File: src/rtl/fpu_addsub_seq_if.sv
// Handshake and operand/result bundle between the multicycle controller and the FP add/sub unit.
interface fpu_addsub_seq_if #(
  parameter int EXP_W  = 8,
  parameter int FRAC_W = 23
);
  localparam int W = 1 + EXP_W + FRAC_W;

  logic         start;
  logic         op;
  logic [W-1:0] a;
  logic [W-1:0] b;
  logic         busy;
  logic         done;
  logic [W-1:0] result;
  logic [3:0]   flags;

  modport master (output start, op, a, b, input busy, done, result, flags);
  modport slave  (input start, op, a, b, output busy, done, result, flags);
endinterface

File: src/rtl/fpu_addsub_seq.sv
// Multicycle IEEE-754-style add/sub: ALIGN -> ADD -> NORM (1 shift/cycle) -> ROUND, RNE, no denormals.
module fpu_addsub_seq #(
  parameter int EXP_W  = 8,
  parameter int FRAC_W = 23
) (
  input  logic             clk,
  input  logic             reset,
  fpu_addsub_seq_if.slave  bus
);
  localparam int W  = 1 + EXP_W + FRAC_W;
  localparam int MW = FRAC_W + 5;  // carry, hidden, fraction, G, R, S
  localparam logic [EXP_W-1:0] EMAX   = '1;
  localparam logic [EXP_W-1:0] SH_MAX = EXP_W'(FRAC_W + 3);
  localparam logic [EXP_W-1:0] EONE   = EXP_W'(1);

  typedef enum logic [2:0] {IDLE, ALIGN, ADD, NORM, ROUND, DONE} state_t;
  state_t state, state_n;

  logic [W-1:0]     a_r, b_r, result_r;
  logic [3:0]       flags_r;
  logic             sgn, sub;
  logic [EXP_W-1:0] exp_r;
  logic [MW-1:0]    mx, my, m;

  logic             sa, sb;
  logic [EXP_W-1:0] ea, eb;
  logic [FRAC_W-1:0] fa, fb;
  assign {sa, ea, fa} = a_r;
  assign {sb, eb, fb} = b_r;

  logic a_zero, b_zero, a_inf, b_inf, a_nan, b_nan;
  logic is_nan, is_inf, both_zero, special;
  assign a_zero    = (ea == '0);
  assign b_zero    = (eb == '0);
  assign a_inf     = (ea == EMAX) && (fa == '0);
  assign b_inf     = (eb == EMAX) && (fb == '0);
  assign a_nan     = (ea == EMAX) && (fa != '0);
  assign b_nan     = (eb == EMAX) && (fb != '0);
  assign is_nan    = a_nan | b_nan | (a_inf & b_inf & (sa ^ sb));
  assign is_inf    = a_inf | b_inf;
  assign both_zero = a_zero & b_zero;
  assign special   = is_nan | is_inf | a_zero | b_zero;

  // exponent-then-fraction ordering is just an unsigned compare of the magnitude bits
  logic              a_big;
  logic [EXP_W-1:0]  e_big, e_sml, shamt;
  logic [FRAC_W-1:0] f_big, f_sml;
  logic [MW-1:0]     m_sml, al_sml;
  logic [2*MW-1:0]   sh;
  assign a_big  = (a_r[W-2:0] >= b_r[W-2:0]);
  assign e_big  = a_big ? ea : eb;
  assign e_sml  = a_big ? eb : ea;
  assign f_big  = a_big ? fa : fb;
  assign f_sml  = a_big ? fb : fa;
  assign shamt  = e_big - e_sml;
  assign m_sml  = {2'b01, f_sml, 3'b000};
  assign sh     = {m_sml, {MW{1'b0}}} >> shamt;
  assign al_sml = (shamt >= SH_MAX) ? MW'(1)
                                    : (sh[2*MW-1:MW] | MW'(|sh[MW-1:0]));

  logic [MW-1:0] sum;
  assign sum = sub ? (mx - my) : (mx + my);

  // hidden bit is always set on entry to ROUND, so a carry out means the fraction was all ones
  logic              inc, rcarry;
  logic [FRAC_W-1:0] rfrac;
  logic [EXP_W-1:0]  exp_inc;
  assign inc     = m[2] & (m[1] | m[0] | m[3]);
  assign rfrac   = m[MW-3:3] + FRAC_W'(inc);
  assign rcarry  = (&m[MW-3:3]) & inc;
  assign exp_inc = exp_r + EONE;

  always_comb begin
    state_n = state;
    case (state)
      IDLE:  if (bus.start) state_n = ALIGN;
      ALIGN: state_n = special ? DONE : ADD;
      ADD:   state_n = (sub && sum == '0) ? DONE : NORM;
      NORM: begin
        if (m[MW-1])       state_n = ROUND;
        else if (!m[MW-2]) state_n = (exp_r > EONE) ? NORM : DONE;
        else               state_n = ROUND;
      end
      ROUND: state_n = DONE;
      DONE:  state_n = IDLE;
      default: state_n = IDLE;
    endcase
  end

  always_ff @(posedge clk) begin
    if (reset) begin
      state    <= IDLE;
      result_r <= '0;
      flags_r  <= '0;
      a_r      <= '0;
      b_r      <= '0;
      sgn      <= 1'b0;
      sub      <= 1'b0;
      exp_r    <= '0;
      mx       <= '0;
      my       <= '0;
      m        <= '0;
    end else begin
      state <= state_n;
      case (state)
        IDLE: if (bus.start) begin
          a_r <= bus.a;
          b_r <= {bus.b[W-1] ^ bus.op, bus.b[W-2:0]};
        end
        ALIGN: begin
          if (is_nan) begin
            result_r <= {1'b0, EMAX, 1'b1, {(FRAC_W-1){1'b0}}};
            flags_r  <= 4'b1000;
          end else if (is_inf) begin
            result_r <= a_inf ? a_r : b_r;
            flags_r  <= 4'b0000;
          end else if (both_zero) begin
            result_r <= {sa & sb, {(W-1){1'b0}}};
            flags_r  <= 4'b0001;
          end else if (a_zero || b_zero) begin
            result_r <= a_zero ? b_r : a_r;
            flags_r  <= 4'b0000;
          end else begin
            sgn   <= a_big ? sa : sb;
            sub   <= sa ^ sb;
            exp_r <= e_big;
            mx    <= {2'b01, f_big, 3'b000};
            my    <= al_sml;
          end
        end
        ADD: begin
          if (sub && sum == '0) begin
            result_r <= '0;
            flags_r  <= 4'b0001;
          end else begin
            m <= sum;
          end
        end
        NORM: begin
          if (m[MW-1]) begin
            m     <= {1'b0, m[MW-1:2], m[1] | m[0]};
            exp_r <= exp_inc;
          end else if (!m[MW-2]) begin
            if (exp_r > EONE) begin
              m     <= m << 1;
              exp_r <= exp_r - EONE;
            end else begin
              result_r <= {sgn, {(W-1){1'b0}}};
              flags_r  <= 4'b0011;
            end
          end
        end
        ROUND: begin
          if (exp_r == EMAX || (rcarry && exp_inc == EMAX)) begin
            result_r <= {sgn, EMAX, {FRAC_W{1'b0}}};
            flags_r  <= 4'b0100;
          end else begin
            result_r <= {sgn, rcarry ? exp_inc : exp_r, rfrac};
            flags_r  <= 4'b0000;
          end
        end
        default: ;
      endcase
    end
  end

  assign bus.busy   = (state != IDLE);
  assign bus.done   = (state == DONE);
  assign bus.result = result_r;
  assign bus.flags  = flags_r;
endmodule

File: src/flat_wrapper.sv
// flat-port wrapper written by rule: the top's interface ports become plain ports
module fpu_addsub_seq_flat 
#(
  parameter int EXP_W  = 8,
  parameter int FRAC_W = 23
)
  (clk, reset, bus_start, bus_op, bus_a, bus_b, bus_busy, bus_done, bus_result, bus_flags);
  fpu_addsub_seq_if #(.EXP_W(EXP_W), .FRAC_W(FRAC_W)) bus_i ();
  input  logic clk;
  input  logic reset;
  input wire logic [$bits(bus_i.start)-1:0] bus_start;
  input wire logic [$bits(bus_i.op)-1:0] bus_op;
  input wire logic [$bits(bus_i.a)-1:0] bus_a;
  input wire logic [$bits(bus_i.b)-1:0] bus_b;
  output wire logic [$bits(bus_i.busy)-1:0] bus_busy;
  output wire logic [$bits(bus_i.done)-1:0] bus_done;
  output wire logic [$bits(bus_i.result)-1:0] bus_result;
  output wire logic [$bits(bus_i.flags)-1:0] bus_flags;
  assign bus_i.start = bus_start;
  assign bus_i.op = bus_op;
  assign bus_i.a = bus_a;
  assign bus_i.b = bus_b;
  assign bus_busy = bus_i.busy;
  assign bus_done = bus_i.done;
  assign bus_result = bus_i.result;
  assign bus_flags = bus_i.flags;
  fpu_addsub_seq #(.EXP_W(EXP_W), .FRAC_W(FRAC_W)) u_core (.clk(clk), .reset(reset), .bus(bus_i));
endmodule
File: config.mk
export PLATFORM = sky130hd
export DESIGN_NAME = fpu_addsub_seq_flat
export DESIGN_NICKNAME = d
export VERILOG_FILES = /design/src/rtl/fpu_addsub_seq_if.sv /design/src/rtl/fpu_addsub_seq.sv /design/src/flat_wrapper.sv
export SDC_FILE = /design/constraint.sdc
export NUM_CORES = 1
export LEC_CHECK = 0
export ABC_CLOCK_PERIOD_IN_PS = 13200
export CAP_MARGIN = 10
export CORE_ASPECT_RATIO = 1.4
export CORE_MARGIN = 5
export CORE_UTILIZATION = 45
export CTS_BUF_LIST = sky130_fd_sc_hd__clkbuf_2
export DETAILED_ROUTE_END_ITERATION = 7
export SLEW_MARGIN = 10
export SYNTH_ARGS = -nofsm -noshare
export SYNTH_HDL_FRONTEND = slang
export SYNTH_SLANG_ARGS = --single-unit
File: constraint.sdc
create_clock -name clk -period 13.2 [get_ports clk]
set_input_delay 2.64 -clock clk [delete_from_list [all_inputs] [get_ports clk]]
set_output_delay 2.64 -clock clk [all_outputs]
set_load 0.1 [all_outputs]
# Word level (Yosys, flattened, before mapping)
# Index checks and enable logic that the tools add are counted.
# Widths: inputs -> output; s select.
classes:
  n_addsub: 6
  magnitude_cmp: 3
  n_eq_ne: 22
  shifts: 1
  mux: 50
  n_bitwise: 21
  reduce_logical: 28
op_table:
  columns: ["operator", "n"]
  rows:
  - ["$mux 32", 10]
  - ["$mux 28", 5]
  - ["$pmux 32 s4", 1]
  - ["$mux 8", 10]
  - ["$pmux 28 s2", 1]
  - ["$shr 55x8->56", 1]
  - ["$logic_not 23->1", 2]
  - ["$mux 23", 2]
  - ["$reduce_bool 23->1", 2]
  - ["$eq 8x8->1 const B", 4]
  - ["$mux 4", 8]
  - ["$ge 31x31->1", 1]
  - ["$mux 31", 1]
  - ["$add 27x28->28", 1]
  - ["$logic_not 28->1", 1]
  - ["$or 28x1->28", 1]
  - ["$reduce_or 28->1", 1]
  - ["$sub 27x28->28", 1]
  - ["$mux 27", 1]
  - ["$add 23x1->23", 1]
  - ["$reduce_and 23->1", 1]
  - ["$mux 3", 7]
  - ["$ne 2x2->1 const B", 9]
  - ["$logic_not 8->1", 2]
  - ["31 further kinds", 57]
totals:
  reg_bits: 193
  in_bits: 68

# Depth between registers and ports, before layout
# Gate-level depths: netlist of the first run.
logic_depth:
  ltp_word: 10
  mapped_depth: 28

# Least setup slack after synthesis of the first run
# No wires, ideal clock.
synth_path:
  path_type: "register to register"
  from: "register u_core.b_r[26]"
  to: "register u_core.my[0]"
  setup_ns: 0.123
  t_arrival_ns: 5.557
  slack_ns: 7.520
  path_stages_with_launch: 27
  path_cell_list: "dfxtp_1 -> inv_1 -> ha_1 -> buf_2 -> nand4_1 -> or4_4 -> or3_4 -> o32a_1 -> buf_2 -> nand2_2 -> buf_4 -> buf_2 -> buf_1 -> a21oi_1 -> ha_1 -> inv_1 -> o41ai_2 -> or3_4 -> nand2_2 -> buf_6 -> mux2i_2 -> a221o_1 -> mux2i_1 -> or3_1 -> o41ai_2 -> o211ai_1 -> o2bb2ai_1"
synth_via:
  elab_chain_cells: 7
synth_lines:
  columns: ["element", "line_no", "source"]
  rows:
  - ["from (decl)", "fpu_addsub_seq.sv:19", "logic [W-1:0] a_r, b_r, result_r;"]
  - ["from (signal assigned)", "fpu_addsub_seq.sv:108", "b_r <= {bus.b[W-1] ^ bus.op, bus.b[W-2:0]};"]
  - ["$ge 31x31->1 or $eq 8x8->1 (tied branches)", "fpu_addsub_seq.sv:50, fpu_addsub_seq.sv:36, fpu_addsub_seq.sv:38", null]
  - ["$mux 8 (tied with other cells)", "fpu_addsub_seq.sv:51", "assign e_big = a_big ? ea : eb;"]
  - ["$sub 8x8->8 or $and 1x1->1 (tied branches)", "fpu_addsub_seq.sv:55, fpu_addsub_seq.sv:39", null]
  - ["$shr 55x8->56 or $and 1x1->1 (tied branches)", "fpu_addsub_seq.sv:57, fpu_addsub_seq.sv:39", null]
  - ["$reduce_or 28->1 or $or 1x1->1 (tied branches)", "fpu_addsub_seq.sv:59, fpu_addsub_seq.sv:39", null]
  - ["$or 28x1->28 or $not 1->1 (tied branches)", null, null]
  - ["$mux 28 or $reduce_and 5->1 (tied branches)", null, null]
  - ["to (signal assigned)", "fpu_addsub_seq.sv:128", "my <= al_sml;"]
  - ["to (decl)", "fpu_addsub_seq.sv:23", "logic [MW-1:0] mx, my, m;"]
# Several ways; a longest one is shown, not always the timed one.
# A chain may end at the register's enable or synchronous reset.

# Final worst setup path of the first run
layout_path:
  from: "register u_core.b_r[23]"
  to: "register u_core.my[0]"
# Same word-level chain as after synthesis.

==> results of run 1 <==
==> logic make-up (layout without fill, tap and decap cells) <==
logic type      after synthesis  in the layout  synth area share (%)
compound gates              659            659                  28.5
simple gates                812            812                  24.0
buf+inv                     259            268                  6.59
mux                          74             74                  5.90
flops                       192            192                  24.8
fa+ha+maj                    89             89                  7.22
other cells                   0              1                     0
xor+xnor                     52             52                  2.93
==> power groups by stage <==
stage	Clock [mW]	Sequential (mW)	Combinational, mW
2_1_floorplan	0	0.875	1.98
3_3_place_gp	0	0.837	2.83
3_5_place_dp	0	0.840	2.82
4_1_cts	0.306	0.828	2.84
5_1_grt	0.326	0.844	3.10
6_report	0.295	0.835	2.90
==> path summary, 6_finish.rpt <==
path,start,end,slack (ns),depth (start not counted)
max,u_core.b_r[23],u_core.my[0],6.86,21
min,u_core.bus.result[31],u_core.bus.result[31],0.47,2
max reg2reg,u_core.b_r[23],u_core.my[0],6.86,21
min reg2reg,u_core.bus.result[31],u_core.bus.result[31],0.47,2
==> synthesized netlist by cell type, types with 24 or more instances <==
cell,number,area [um2]
o21ai_0,91,455
and3_1,25,156
a21o_1,24,180
ha_1,88,1100
nand4_1,26,163
mux2i_1,55,551
nand3_1,65,325
nor4_1,27,169
inv_1,103,387
dfxtp_1,192,3840
a22oi_1,24,180
o22ai_1,25,156
nand2_1,292,1100
nor3_1,72,360
a21oi_1,217,1090
a311oi_1,27,236
clkbuf_1,115,432
nor2_1,217,815
xnor2_1,33,289
a211oi_1,31,233
==> sequential cells by signal, indices dropped and copies added, names as in the netlist <==
register / count
u_core.m: 28
u_core.my: 27
u_core.exp_r: 8
u_core.mx: 24
u_core.bus.flags: 4
u_core.bus.result: 32
u_core.b_r: 32
u_core.a_r: 32
u_core.sub: 1
u_core.state: 3
u_core.sgn: 1
==> worst min-delay path, cell delays in order (launching register included) <==
cell and delay (ns):
dfxtp_1 0.39, nand2_1 0.05, a21oi_1 0.05
==> final cells by class <==
type	count	area, um2
Antenna cell	1	2.50
Clock buffer	17	85.1
Clock inverter	15	128
Fill cell	3534	17200
Inverter	105	394
Multi-Input combinational cell	1686	10700
Sequential cell	192	3840
Tap cell	451	564
Timing Repair Buffer	131	1250
==> layer usage <==
metal / part of all wire (%) / up-vias / GRT usage (%)
met1: 40 / 7858 / 38.1
met4: 5.8 / 0 / 16.1
met3: 5.0 / 139 / 2.90
met2: 50 / 639 / 55.2
li1: - / 7785 / -
met5: 0 / - / 0
==> reports/metrics.cfg, run 1 <==
[clock_network]
post_cts_resized = 0
cts_setup_buffers = 0
cts_max_level = 4
clock-root-buffer = clkbuf_2
cts_buffers = 17
cts.clk_slew.worst_paths_ns = 0.34
clock-sinks = 192
clkLatencyLatePin_ns = 0.89
hold_buffers = 0
cts_buffer_depth = 2
cts_tree = built

[outcome]
outcome = complete, no violations

[sta]
layout_setup_ws_ns = 6.86
rsz0062_at_grt = false
clock_skew_ns = 0.0661
period_minus_slack_ns = 6.34
relSlewSlack_pct = 28.3
finalSetupTns_ns = 0
max_freq_mhz = 158
post-route-period-util_pct = 48.0
tightest_slew_ns = 1.07
setup_viol = 0
slew_viol_final = 0
hold_slack_ns = 0.473
hold_viol_final = 0

[global_routing]
grt_overflow_total = 0
grt_max_degree = 80
grt_pass1_vias = 15300
grt_usage_pct = 31.5
antenna_found_initial = 1
grt_pass1_wl_mm = 94.3

[power_and_ir_drop]
p_switching_mw = 2.34
pwr-share-clk_pct = 7.3
combPwrFrac_pct = 72.0
p_int_mw = 1.70
sequentialPowerShare_pct = 20.7
power-per-cell-area_mw_per_mm2 = 238
ir_drop_mv = 0.113
power_mw = 4.04
leakagePower_nw = 6.17
swShare_pct = 57.9

[logic_synthesis]
synth_seq_cells = 192
ys_seq_area_share_pct = 24.8
netlist_area_mm2 = 0.0155
synth-edff-count = 0
synth.avg_cell_area_um2 = 7.26
synthCells = 2137
yosys_most_used_dff = dfxtp_1
synthDistinctLibCells = 101
syn-num-nets = 2294
yosysWarnings = 0
synthArstFlopShare_pct = 0

[floorplan]
io_pins = 106
die_w_um = 167
initial_core_util_pct = 45.5
fp.dieArea_mm2 = 0.0384
row_count = 80
die-height_um = 230
core_mm2 = 0.0341

[layout]
stdcell_count = 2598
area.growth.synth_to_final_pct = 9.25
post_route_cells_drive_above_1_share_pct = 5.87
final_cell_mix = nand2_1, a21oi_1, nor2_1
nNetsFinal = 2290
fin_util_pct = 49.7
final_common_cell = nand2_1
final_area_mm2 = 0.0170

[detailed_routing]
num_vias = 16400
antenna_left = 0
post_drt_wl_per_cell_um = 24.1
first_pass_iters = 6
drc = 0
finalWirelength_mm = 62.5
viasPerCell = 6.32
drt_iter0_markers = 1551

[worst_setup_path]
end_kind = flip-flop
critPathMaxStageDelay_ns = 0.81
worstSetupStartpointType = flip-flop
critPathKind = reg -> reg
path_cells = inv_1 > ha_1 > buf_4 > nand4_1 > or4_4 > or3_4 > o32a_1 > nand2_2 > a21oi_1 > ha_1 > inv_1 > o41ai_2 > o21a_2 > nor2_1 > a21oi_1 > o211ai_1 > mux2i_1 > or3_1 > o41ai_2 > o211ai_1 > o2bb2ai_1
cp_slowest_cell = nor2_1
worst-path-buf-inv = 3
critPathArrivalTime_ns = 7.13
critPathTopFamily = simple AND/OR/NAND/NOR gates
cp_max_fo = 38
required_ns = 13.99

[placement]
port_buffers = 105
dp_hpwl_mm = 47.7
placedCellCount = 2565
place_area_mm2 = 0.0167
place.gp.congestion = 0.996
dp_slack_ns = 7.08

[job]
drv_cap = 0

[worst_hold_path]
min-delay-path-class = reg -> reg

Power figures use the tool's default switching activity.
==> run 2, diff against run 1 <==
--- a/config.mk
+++ b/config.mk
@@ -5,13 +5,14 @@
 export SDC_FILE = /design/constraint.sdc
 export NUM_CORES = 1
 export LEC_CHECK = 0
-export ABC_CLOCK_PERIOD_IN_PS = 13200
+export ABC_CLOCK_PERIOD_IN_PS = 5700
 export CAP_MARGIN = 10
 export CORE_ASPECT_RATIO = 1.4
 export CORE_MARGIN = 5
 export CORE_UTILIZATION = 45
 export CTS_BUF_LIST = sky130_fd_sc_hd__clkbuf_2
 export DETAILED_ROUTE_END_ITERATION = 7
+export PLACE_DENSITY = 0.66
 export SLEW_MARGIN = 10
 export SYNTH_ARGS = -nofsm -noshare
 export SYNTH_HDL_FRONTEND = slang
==> constraint.sdc (replaced) <==
create_clock -name clk -period 5.7 [get_ports clk]
set_input_delay 1.14 -clock clk [delete_from_list [all_inputs] [get_ports clk]]
set_output_delay 1.14 -clock clk [all_outputs]
set_load 0.1 [all_outputs]
==> run 2 against run 1 <==
  * Power increased by 140%
  * First-iteration DRC count up 7.6%
  * Sequential cell count is the same
  * Routed wire length shrank 0.38%
  * Cell count grew 2.4%
  * Core utilization grew 1.5 points
  * Combinational power grew 150%
  * Cell area up 3.1%
  * Highest routed layer unchanged
==> reports/metrics.cfg, run 2 (synthesis gave the netlist of run 1 again) <==
[sta]
post-route-period-util_pct = 95.3
rsz0062_at_grt = false
period_minus_slack_ns = 5.43
setup_viol = 0
relSlewSlack_pct = 14.4
slew_viol_final = 0
hold_viol_final = 0
finalSetupTns_ns = 0
layout_setup_ws_ns = 0.270
tightest_slew_ns = 1.28
max_freq_mhz = 184
clock_skew_ns = 0.0738
hold_slack_ns = 0.474

[global_routing]
grt_pass1_wl_mm = 94.7
grt_usage_pct = 31.2
grt_max_degree = 97
antenna_found_initial = 1
grt_overflow_total = 0
grt_pass1_vias = 15800

[clock_network]
cts_buffer_depth = 2
clock-sinks = 192
cts_buffers = 17
cts_max_level = 4
clock-root-buffer = clkbuf_2
hold_buffers = 0
cts_setup_buffers = 0
cts_tree = built
post_cts_resized = 0
clkLatencyLatePin_ns = 0.90
cts.clk_slew.worst_paths_ns = 0.31

[worst_setup_path]
required_ns = 6.47
end_kind = flip-flop
critPathArrivalTime_ns = 6.20
worstSetupStartpointType = flip-flop
cp_max_fo = 9
critPathKind = reg -> reg
r2r_slack_ns = 0.27

[floorplan]
core_mm2 = 0.0341
die_w_um = 167
initial_core_util_pct = 45.5
fp.dieArea_mm2 = 0.0384
row_count = 80
die-height_um = 230
io_pins = 106

[placement]
placedCellCount = 2629
dp_hpwl_mm = 48.6
place.gp.congestion = 1.02
dp_slack_ns = 0.251
port_buffers = 105

[detailed_routing]
num_vias = 16600
drt_iter0_markers = 1669
drc = 0
viasPerCell = 6.24
finalWirelength_mm = 62.3
antenna_left = 0
post_drt_wl_per_cell_um = 23.4
first_pass_iters = 6

[power_and_ir_drop]
power_mw = 9.60
ir_drop_mv = 0.259
leakagePower_nw = 6.50
power-per-cell-area_mw_per_mm2 = 549

[job]
drv_cap = 0

[worst_hold_path]
min-delay-path-class = reg -> reg

[layout]
final_common_cell = nand2_1
area.growth.synth_to_final_pct = 12.6
stdcell_count = 2661
final_cell_mix = nand2_1, a21oi_1, nor2_1
nNetsFinal = 2354
post_route_cells_drive_above_1_share_pct = 8.96

[outcome]
outcome = complete, no violations

-- run 2: final cells by class --
cell class	instances	area [um2]
diodes	1	2.50
clock buffers	17	85.1
clock inverters	14	124
fillers	3474	16700
inverters	105	394
multi-input cells	1686	10700
flip-flops and latches	192	3850
well taps	451	564
repair buffers	195	1730
-- run 2: final timing paths --
check	from	endpoint	cells after the start
worst max register to register	u_core.b_r[28]	u_core.my[0]	20
worst max-delay path	u_core.b_r[28]	u_core.my[0]	20
worst min register to register	u_core.bus.result[31]	u_core.bus.result[31]	2
worst min-delay path	u_core.bus.result[31]	u_core.bus.result[31]	2
-- run 2: where the power goes --
group          total (mW)  switching (mW)  internal, mW
logic                7.12            4.67          2.45
registers            1.81           0.253          1.55
clock network       0.673           0.543         0.130
-- run 2: through the flow --
| stage | instance area [um2] | util [%] |
|---|---|---|
| final | 17500 | 51.2 |
| after global routing | 17500 | 51.2 |
| after CTS | 17400 | 51.1 |
| after detailed placement | 17200 | 50.5 |
| after global placement | 17200 | 50.5 |
| after floorplan | 15500 | - |
-- run 2: layer usage --
| metal | global-route usage, % | routed length, um | vias up |
|---|---|---|---|
| li1 | - | - | 7889 |
| met1 | 38.2 | 25200 | 7933 |
| met2 | 53.9 | 30300 | 642 |
| met3 | 3.83 | 3320 | 147 |
| met4 | 15.5 | 3490 | 0 |
| met5 | 0 | 0 | - |
-- run 2: worst max-delay path: stages, from the launching register on --
cell and delay (ns):
dfxtp_1 0.49, inv_1 0.09, ha_1 0.40, nand4_2 0.20, or4_4 0.62, or3_4 0.37, o32a_1 0.21, nand2_2 0.09
a21oi_1 0.07, ha_1 0.24, inv_1 0.08, o41ai_2 0.13, o21a_2 0.32, o31ai_2 0.46, mux2i_2 0.21, a211oi_1 0.53
nand2_1 0.08, and4bb_1 0.30, o22ai_1 0.10, nor4_1 0.23, o2bb2ai_1 0.11
==> variant (settings of run 2) <==
`EXP_W` is set to 8 in 3 places; all go to 10.
--- a/src/rtl/fpu_addsub_seq_if.sv
+++ b/src/rtl/fpu_addsub_seq_if.sv
@@ -2,3 +2,3 @@
 interface fpu_addsub_seq_if #(
-  parameter int EXP_W  = 8,
+  parameter int EXP_W  = 10,
   parameter int FRAC_W = 23
--- a/src/rtl/fpu_addsub_seq.sv
+++ b/src/rtl/fpu_addsub_seq.sv
@@ -2,3 +2,3 @@
 module fpu_addsub_seq #(
-  parameter int EXP_W  = 8,
+  parameter int EXP_W  = 10,
   parameter int FRAC_W = 23
--- a/src/flat_wrapper.sv
+++ b/src/flat_wrapper.sv
@@ -3,3 +3,3 @@
 #(
-  parameter int EXP_W  = 8,
+  parameter int EXP_W  = 10,
   parameter int FRAC_W = 23
Ports: changed (resized bus_a, bus_b and bus_result); port bits go from 106 to 112. No check against the original RTL was run, so the function may have changed too.
==> variant against run 2 <==
  * Power grew 13%
  * Highest routed layer unchanged
  * Non-clock buffer count grew 26
  * Critical path depth shrank 3
  * Routed wire length grew 6.4%
  * Final area grew 7.0%
  * Setup slack lost 0.047 ns
  * Largest power group unchanged
  * Area after synthesis grew 6.3%
  * Die area grew 6.0%
  * Sequential cell count grew 8
==> variant: results (changes against run 2) <==
Reg2Reg Setup Slack=0.22 ns (-0.05 ns); HPWL after DPL=51400 um (+5.8%); worst slew pin tran=1.21 ns (-0.0638 ns); initial drt markers=1464 (-12%); final net count=2457 (+4.4%); vias per cell=6.28 (+0.57%); min-delay src=u_core.b_r[29]; Reg clk slew, reported paths=0.33 ns (+0.02 ns); crit path DAT=6.35 ns (+0.15 ns); most area-consuming cells after synthesis=dfxtp_1 (24%), nand2_1 (8.4%), a21oi_1 (7.1%); antenna violations before repair=1 (unchanged); Leak Pwr=7.00 nW (+7.7%); PortBufs=111 (+5.7%); H-tree levels=4 (unchanged); CP Max Fanout=17 (+8); CTS Buf Count=17 (unchanged); clock latency on the worst-skew pair=0.93 ns (+0.03 ns); Post-CTS Setup Inserts=0 (unchanged); ys async rst share=0% (unchanged); Seq/Total Area, Yosys=24.3% (-0.50 points); Reg2Reg Depth=17 (-15%); post-CTS sizing=0 (unchanged); RR Endpoint=u_core.my[0]; layout cells sized above 1=10.7% (+1.7 points); peak supply drop=526 uV (+100%); first drt pass iteration count=6 (unchanged); count leader, synth=nand2_1; clock root cell=clkbuf_2; vias in the first global route=17.0k (+7.6%); dpl ws=0.229 ns (-0.0224 ns); first-pass GRT wire length=100000 um (+5.8%); Synth cell types=97 (-4.0%); routability cong.=0.981 (-3.7%); Worst Skew=0.0641 ns (-0.00978 ns); routed length per instance=23.9 um (+2.1%); drt drc=0 (unchanged); Synth Warn #=0 (unchanged); status=finished, final reports clean; Bufs on Longest Clock Path=2 (unchanged); Hold Path Cell Cnt=2 (unchanged); WHS Endpoint=u_core.b_r[29]; synth cell count leaders=nand2_1 (368), a21oi_1 (235), dfxtp_1 (200); Primary FF master, synth=dfxtp_1; largest net degree at the start of global routing=96 (-1.0%); Total GRT Usage=31.9% (+0.68 points); switching share of total power=56.8% (-0.12 points); reg2reg start=u_core.b_r[30]; min-delay worst type=reg -> reg; Mapped Nets=2389 (+4.1%)
## variant: critical path, cell delays in order (launching register included)
cell	delay, ns
dfxtp_1	0.49
inv_1	0.16
ha_1	0.39
nand4_4	0.13
or4_4	0.55
a31o_2	0.26
nand2_4	0.08
mux2i_1	0.08
ha_1	0.24
or4_4	0.59
and3_4	0.23
nor2_8	0.27
mux4_2	0.37
or4_1	0.63
nor4_1	0.35
o311ai_1	0.14
and4_1	0.20
a211o_1	0.26
## variant: how the worst max path moves through the flow
stage | from | slack (ns) | end
after global routing | u_core.b_r[30] | 0.0001 | u_core.my[0]
after detailed placement | u_core.b_r[29] | 0.23 | u_core.my[0]
after floorplan | u_core.b_r[25] | 0.002 | u_core.my[0]
final | u_core.b_r[30] | 0.22 | u_core.my[0]
after CTS | u_core.b_r[27] | 0.18 | u_core.my[0]
after global placement | u_core.b_r[29] | 0.26 | u_core.my[0]
## variant: cell families after synthesis
kind of cell / Yosys count / share of synthesized area (%)
multiplexers: 110 / 9.21
buffers and inverters: 284 / 6.81
adder cells (fa/ha/maj): 91 / 6.95
AND/OR/NAND/NOR: 830 / 23.6
AO/OA/AOI/OAI: 652 / 26.0
flip-flops: 200 / 24.3
XOR/XNOR: 59 / 3.18
## variant: layer usage
metal | GRT usage [%] | share of wire [%]
met4 | 23.0 | 8.5
met2 | 53.8 | 49
met1 | 36.5 | 37
met3 | 4.19 | 5.3
met5 | 0 | 0
## variant: per-stage QoR
step	cells	hold slack [ns]	instance area [sq um]	utilization (%)
detailed placement	2742	0.491	18400	50.5
floorplan	2226	0.449	16500	-
finish	2775	0.507	18700	51.3
global placement	2742	0.487	18400	50.5
CTS	2774	0.486	18700	51.3
global route	2775	0.519	18700	51.3
## variant: area by class of cell
cell class | count | area, sq um
Multi-Input combinational cell | 1742 | 11400
Clock inverter | 15 | 213
Clock buffer | 17 | 85.1
Fill cell | 3615 | 17700
Sequential cell | 200 | 4010
Tap cell | 467 | 584
Antenna cell | 1 | 2.50
Timing Repair Buffer | 221 | 1950
Inverter | 112 | 420
## variant: power groups by stage
stage | registers, mW | clock network (mW) | logic, mW
finish | 1.94 | 0.847 | 8.02
global route | 1.96 | 0.906 | 8.53
CTS | 1.93 | 0.863 | 7.88
detailed placement | 1.96 | 0 | 7.85
global placement | 1.95 | 0 | 7.86
floorplan | 2.19 | 0 | 5.13
